### config.mk
export PLATFORM = sky130hd
export DESIGN_NAME = seg_display_arbiter_flat
export DESIGN_NICKNAME = d
export VERILOG_FILES = /design/src/rtl/seg_display_arbiter_if.sv /design/src/rtl/seg_display_arbiter.sv /design/src/flat_wrapper.sv
export SDC_FILE = /design/constraint.sdc
export NUM_CORES = 1
export LEC_CHECK = 0
export CAP_MARGIN = 30
export CORE_MARGIN = 3
export CORE_UTILIZATION = 53
export CTS_CLUSTER_SIZE = 24
export DETAILED_ROUTE_END_ITERATION = 8
export MAX_ROUTING_LAYER = met4
export PLACE_DENSITY_LB_ADDON = 0.15
export SLEW_MARGIN = 20
export SYNTH_ARGS = -nofsm -noshare
export SYNTH_HDL_FRONTEND = slang
export SYNTH_SLANG_ARGS = --single-unit
### constraint.sdc
create_clock -name clk -period 3.9 [get_ports clk]
set_input_delay 0.78 -clock clk [delete_from_list [all_inputs] [get_ports clk]]
set_output_delay 0.78 -clock clk [all_outputs]
set_load 0.01 [all_outputs]
### src/rtl/seg_display_arbiter_if.sv
// seg_display_arbiter_if
// Groups the three request/ack channels, the clear pulse and the display
// outputs shared between the requesters and the arbiter.
//   master : requester side (drives valids/data/clear, sees acks and display)
//   slave  : arbiter side (sees valids/data/clear, drives acks and display)
interface seg_display_arbiter_if;
  logic        entry_valid;
  logic [15:0] entry_data;
  logic        entry_ack;
  logic        result_valid;
  logic [15:0] result_data;
  logic        result_ack;
  logic        err_valid;
  logic [3:0]  err_code;
  logic        err_ack;
  logic        clear;
  logic [15:0] displayed_number;
  logic        display_sel;
  logic [1:0]  active_src;

  modport master (
    output entry_valid, entry_data, result_valid, result_data,
           err_valid, err_code, clear,
    input  entry_ack, result_ack, err_ack,
           displayed_number, display_sel, active_src
  );

  modport slave (
    input  entry_valid, entry_data, result_valid, result_data,
           err_valid, err_code, clear,
    output entry_ack, result_ack, err_ack,
           displayed_number, display_sel, active_src
  );
endinterface

### src/rtl/seg_display_arbiter.sv
// seg_display_arbiter
// Shares the 4-digit seven-segment display between keyboard entry echo,
// calculator result and error status. Priority: err > clear > result > entry.
// Results and errors are held on screen for HOLD_CYCLES before a
// lower-priority source may replace them; display_sel stays high for
// LATCH_CYCLES after each update so the driver latch captures it.
// Ports:
//   clk    : system clock
//   reset  : asynchronous, active-low reset
//   bus    : slave side of seg_display_arbiter_if (requests, acks, display)
module seg_display_arbiter #(
  parameter int unsigned HOLD_CYCLES  = 100_000_000,
  parameter int unsigned LATCH_CYCLES = 1_048_576,
  parameter int unsigned CNT_W        = 27
) (
  input  logic                  clk,
  input  logic                  reset,
  seg_display_arbiter_if.slave  bus
);

  typedef enum logic [1:0] {
    S_IDLE   = 2'd0,
    S_ENTRY  = 2'd1,
    S_RESULT = 2'd2,
    S_ERROR  = 2'd3
  } state_t;

  localparam logic [CNT_W-1:0] HOLD_LOAD  = CNT_W'(HOLD_CYCLES - 1);
  localparam logic [CNT_W-1:0] LATCH_LOAD = CNT_W'(LATCH_CYCLES - 1);

  state_t             state_q, state_d;
  logic [15:0]        disp_q, disp_d;
  logic               sel_q, sel_d;
  logic [CNT_W-1:0]   hold_q, hold_d;
  logic [CNT_W-1:0]   latch_q, latch_d;

  logic hold_done;
  logic acc_err, acc_clr, acc_res, acc_ent, any_acc;

  always_comb begin
    hold_done = (hold_q == '0);
    acc_err   = bus.err_valid;
    acc_clr   = bus.clear & ~bus.err_valid;
    acc_res   = bus.result_valid & ~bus.err_valid & ~bus.clear &
                ((state_q != S_ERROR) | hold_done);
    // Entry yields only to an actual higher-priority acceptance, not to a
    // blocked higher-priority request.
    acc_ent   = bus.entry_valid & ~bus.err_valid & ~bus.clear & ~acc_res &
                ((state_q == S_IDLE) | (state_q == S_ENTRY) | hold_done);
    any_acc   = acc_err | acc_clr | acc_res | acc_ent;

    state_d = state_q;
    disp_d  = disp_q;
    hold_d  = hold_done ? '0 : hold_q - CNT_W'(1);
    latch_d = (latch_q == '0) ? '0 : latch_q - CNT_W'(1);
    // display_sel falls one edge after the latch counter has reached zero.
    sel_d   = (latch_q == '0) ? 1'b0 : sel_q;

    if (any_acc) begin
      latch_d = LATCH_LOAD;
      sel_d   = 1'b1;
    end

    if (acc_err) begin
      state_d = S_ERROR;
      disp_d  = {8'hEE, 4'h0, bus.err_code};
      hold_d  = HOLD_LOAD;
    end else if (acc_clr) begin
      state_d = S_IDLE;
      disp_d  = '0;
      hold_d  = '0;
    end else if (acc_res) begin
      state_d = S_RESULT;
      disp_d  = bus.result_data;
      hold_d  = HOLD_LOAD;
    end else if (acc_ent) begin
      state_d = S_ENTRY;
      disp_d  = bus.entry_data;
      hold_d  = '0;
    end
  end

  always_ff @(posedge clk or negedge reset) begin
    if (!reset) begin
      state_q <= S_IDLE;
      disp_q  <= '0;
      sel_q   <= 1'b0;
      hold_q  <= '0;
      latch_q <= '0;
    end else begin
      state_q <= state_d;
      disp_q  <= disp_d;
      sel_q   <= sel_d;
      hold_q  <= hold_d;
      latch_q <= latch_d;
    end
  end

  // Acks are forced low while reset is asserted.
  assign bus.err_ack          = acc_err & reset;
  assign bus.result_ack       = acc_res & reset;
  assign bus.entry_ack        = acc_ent & reset;
  assign bus.displayed_number = disp_q;
  assign bus.display_sel      = sel_q;
  assign bus.active_src       = state_q;

endmodule

### src/flat_wrapper.sv
// flat-port wrapper written by rule: the top's interface ports become plain ports
module seg_display_arbiter_flat 
#(
  parameter int unsigned HOLD_CYCLES  = 100_000_000,
  parameter int unsigned LATCH_CYCLES = 1_048_576,
  parameter int unsigned CNT_W        = 27
)
  (clk, reset, bus_entry_valid, bus_entry_data, bus_result_valid, bus_result_data, bus_err_valid, bus_err_code, bus_clear, bus_entry_ack, bus_result_ack, bus_err_ack, bus_displayed_number, bus_display_sel, bus_active_src);
  seg_display_arbiter_if bus_i ();
  input  logic clk;
  input  logic reset;
  input wire logic [$bits(bus_i.entry_valid)-1:0] bus_entry_valid;
  input wire logic [$bits(bus_i.entry_data)-1:0] bus_entry_data;
  input wire logic [$bits(bus_i.result_valid)-1:0] bus_result_valid;
  input wire logic [$bits(bus_i.result_data)-1:0] bus_result_data;
  input wire logic [$bits(bus_i.err_valid)-1:0] bus_err_valid;
  input wire logic [$bits(bus_i.err_code)-1:0] bus_err_code;
  input wire logic [$bits(bus_i.clear)-1:0] bus_clear;
  output wire logic [$bits(bus_i.entry_ack)-1:0] bus_entry_ack;
  output wire logic [$bits(bus_i.result_ack)-1:0] bus_result_ack;
  output wire logic [$bits(bus_i.err_ack)-1:0] bus_err_ack;
  output wire logic [$bits(bus_i.displayed_number)-1:0] bus_displayed_number;
  output wire logic [$bits(bus_i.display_sel)-1:0] bus_display_sel;
  output wire logic [$bits(bus_i.active_src)-1:0] bus_active_src;
  assign bus_i.entry_valid = bus_entry_valid;
  assign bus_i.entry_data = bus_entry_data;
  assign bus_i.result_valid = bus_result_valid;
  assign bus_i.result_data = bus_result_data;
  assign bus_i.err_valid = bus_err_valid;
  assign bus_i.err_code = bus_err_code;
  assign bus_i.clear = bus_clear;
  assign bus_entry_ack = bus_i.entry_ack;
  assign bus_result_ack = bus_i.result_ack;
  assign bus_err_ack = bus_i.err_ack;
  assign bus_displayed_number = bus_i.displayed_number;
  assign bus_display_sel = bus_i.display_sel;
  assign bus_active_src = bus_i.active_src;
  seg_display_arbiter #(.HOLD_CYCLES(HOLD_CYCLES), .LATCH_CYCLES(LATCH_CYCLES), .CNT_W(CNT_W)) u_core (.clk(clk), .reset(reset), .bus(bus_i));
endmodule
==> impl_results.md <==
- Number of global-route vias before repair: 3079
- Global route overflow: 0
- Max_cap viols: 0
- Startpoint class of the critical path: flip-flop
- Synth Area in Compound Gates: 12.6%
- Worst EP required: 3.12 ns
- Synthesized area per cell: 9.67 um^2
- Mux cell area share after synthesis: 2.99%
- Top post-synthesis cells by area: dfrtp_1, xnor2_1, o21ai_0
- CTS Buf Count: 9
- PwrDens: 340 mW/mm^2
- Synthesized flop and latch total: 73
- Worst slew margin: 46.6%
- Total negative slack: 0 ns
- Final Hold Fails: 0
- Die Y-Extent: 90.3 um
- Post-Layout Cell Count: 558
- Minimum clock period: 3.77 ns
- Most numerous cell in the Yosys netlist: dfrtp_1
- DRT Pass-1 Iters: 4
- Post-synthesis sequential area ratio: 48.6%
- Synth area leader: dfrtp_1
- Final Wtd Congestion: 0.839
- Largest family of logic cells by synthesized area: simple AND/OR/NAND/NOR gates
- Clock Latency Late Sink: 0.36 ns
- Ys async rst share: 100%
- WL per Instance: 15.3 um
- Multi-input gate area: 0.00183 mm^2
- Synth Cell Area: 0.00376 mm^2
- Final net count: 502
- RSZ-0062 raised after global routing: false
- FF+latch area: 0.00183 mm^2
- Vias post-DR: 3078
- ANT cells: 0
- Maximum clock frequency: 265 MHz
- TritonCTS clock tree: built
- Worst-Margin Slew: 0.794 ns
- Sink Count: 73
- Setup CP Type: reg2out
- P_leak: 1.80 nW
- Clock buffer depth: 2
- Cell count of the worst reg-to-reg path: 8
- FF-to-FF End: u_core.latch_q[19]
- Largest net degree at the start of global routing: 74
- Initial antenna violation count: 0
- DIE AREA: 0.00815 mm^2
- Area share of and/or/nand/nor cells after synthesis: 20.7%
- Ys flop type: dfrtp_1
- Worst vdd ir: 0.247 mV
- Post-Synthesis Cells: 389
- PortBufs: 63
- Post-CTS Setup Bufs: 0
- Distinct cells, synth: 47
- FP Rows: 30
- Post-route antenna net violation count: 0
- CP Max Fanout: 5
- Clock skew: 0.0101 ns
- Core Area: 0.00683 mm^2
- First-pass GRT wire length: 14700 um
- Number of flops mapped to enable cells by yosys: 0
- Vias per cell: 5.52
- Top cells by instance count after synthesis: dfrtp_1, nor2_1, o21ai_0
- Crit. End Element: output port
- Slew Viols, Final: 0
- Tcrit/Tclk final: 96.8%
- H-tree Lvls: 3
- WP data arrival: 2.99 ns
- DRT iter0 DRCs: 186
- Area grow syn2layout: 25.5%
- Synth warn: 0
- Initial Util: 55.1%
- Share of cells above drive strength 1: 8.87%
- CTS Root Cell: clkbuf_8
- Cell count after placement: 541
- FILL cells: 545
- Post-Synth Adder-Cell Area: 0.998%
- Crit Reg-Reg Startpoint: u_core.latch_q[0]
- HPWL after detailed placement: 5930 um
- Die X: 90.3 um
- XOR/XNOR Fraction of Synth Area: 10.9%
- Final setup vio count: 0
- Synth top area share: 48.6%
- I/O pin cnt: 64
- Post-Syn Nets: 434
- Clk slew on worst S/H paths: 0.08 ns
- Reg2reg setup slack: 0.74 ns
- GRT Total Usage: 22.9%
- Worst min path class: in2async
- Post-Route WL: 8530 um
- Status: complete, no violations
- Drt drc: 0
-- state kept, by name (all words and copies together) (netlist names) --
register and flops:
u_core.bus.displayed_number 16, u_core.hold_q 27, u_core.bus.display_sel 1, u_core.latch_q 27, u_core.bus.active_src 2
-- cells in the final DEF, fill, tap and decap left out, types with 5 or more instances in the layout --
master	count
dfrtp_1	73
clkdlybuf4s50_1	61
nor2_1	44
o21ai_0	38
nand2_1	37
xnor2_1	26
xor2_1	21
nor3_1	15
a21oi_1	13
or3_1	12
buf_4	12
inv_1	11
nor4_1	9
clkbuf_8	9
or4_1	6
nor2b_1	6
mux2i_1	6
o31ai_1	5
-- cell families (layout without fill, tap and decap cells) --
family,count (synthesis),count (layout)
flip-flops,73,73
AO/OA/AOI/OAI,74,74
AND/OR/NAND/NOR,153,153
multiplexers,10,10
buffers and inverters,29,102
XOR/XNOR,47,47
adder cells (fa/ha/maj),3,3
-- cell type report --
cell class | count | share of cell area, %
multi-input combinational | 287 | 38.7
sequential | 73 | 38.7
timing repair buffer | 75 | 15.6
clock buffer | 10 | 2.70
tap | 96 | 2.54
clock inverter | 6 | 0.901
inverter | 11 | 0.874
-- through the flow --
stage | cell area, um^2 | setup slack [ns] | util [%] | hold slack (ns) | total power, mW
3_3_place_gp | 4530 | 0.326 | 66.3 | 0.458 | 1.08
3_5_place_dp | 4530 | 0.317 | 66.3 | 0.465 | 1.09
5_1_grt | 4720 | 0.0293 | 69.1 | 0.392 | 1.70
4_1_cts | 4700 | 0.0493 | 68.7 | 0.487 | 1.62
6_report | 4720 | 0.125 | 69.1 | 0.392 | 1.61
2_1_floorplan | 3760 | 0.848 | - | 0.483 | 0.955
-- critical path, stage by stage (launching register included) --
cell	delay [ns]
dfrtp_1	0.43
or4_1	0.54
or4_4	0.58
o311ai_4	0.31
nand3_2	0.12
nor2_1	0.12
clkdlybuf4s50_1	0.55
-- worst max path at each step --
| stage | start | endpoint | slack [ns] | depth (start not counted) |
|---|---|---|---|---|
| floorplan | u_core.hold_q[2] | bus_result_ack | 0.85 | 6 |
| global placement | u_core.hold_q[2] | bus_entry_ack | 0.33 | 5 |
| detailed placement | u_core.hold_q[2] | bus_entry_ack | 0.32 | 5 |
| CTS | u_core.hold_q[2] | bus_result_ack | 0.05 | 6 |
| global route | u_core.hold_q[2] | bus_result_ack | 0.03 | 6 |
| finish | u_core.hold_q[2] | bus_result_ack | 0.13 | 6 |
-- where the power goes --
part,internal [mW],total [mW],switching (mW)
combinational,0.131,0.252,0.121
sequential,0.794,0.825,0.0311
clock,0.232,0.527,0.296
total,1.16,1.61,0.448
-- what timing repair did --
action                                  in CTS  in global routing
pin swaps                                    0                  1
endpoints found under the setup margin       1                  1
cloned                                       0                  0
resized for setup                            1                  0
hold buffers                                 0                  0
-- layer usage --
| layer | routed length, um | GRT usage, % | share of wire [%] | vias up |
|---|---|---|---|---|
| met4 | 150 | 7.91 | 1.8 | 0 |
| met2 | 4250 | 35.1 | 50 | 65 |
| met1 | 3810 | 29.0 | 45 | 1504 |
| met3 | 316 | 6.92 | 3.7 | 17 |
| li1 | - | - | - | 1492 |
| met5 | 0 | - | 0 | - |
No activity file was read; power rests on OpenSTA's default activity.
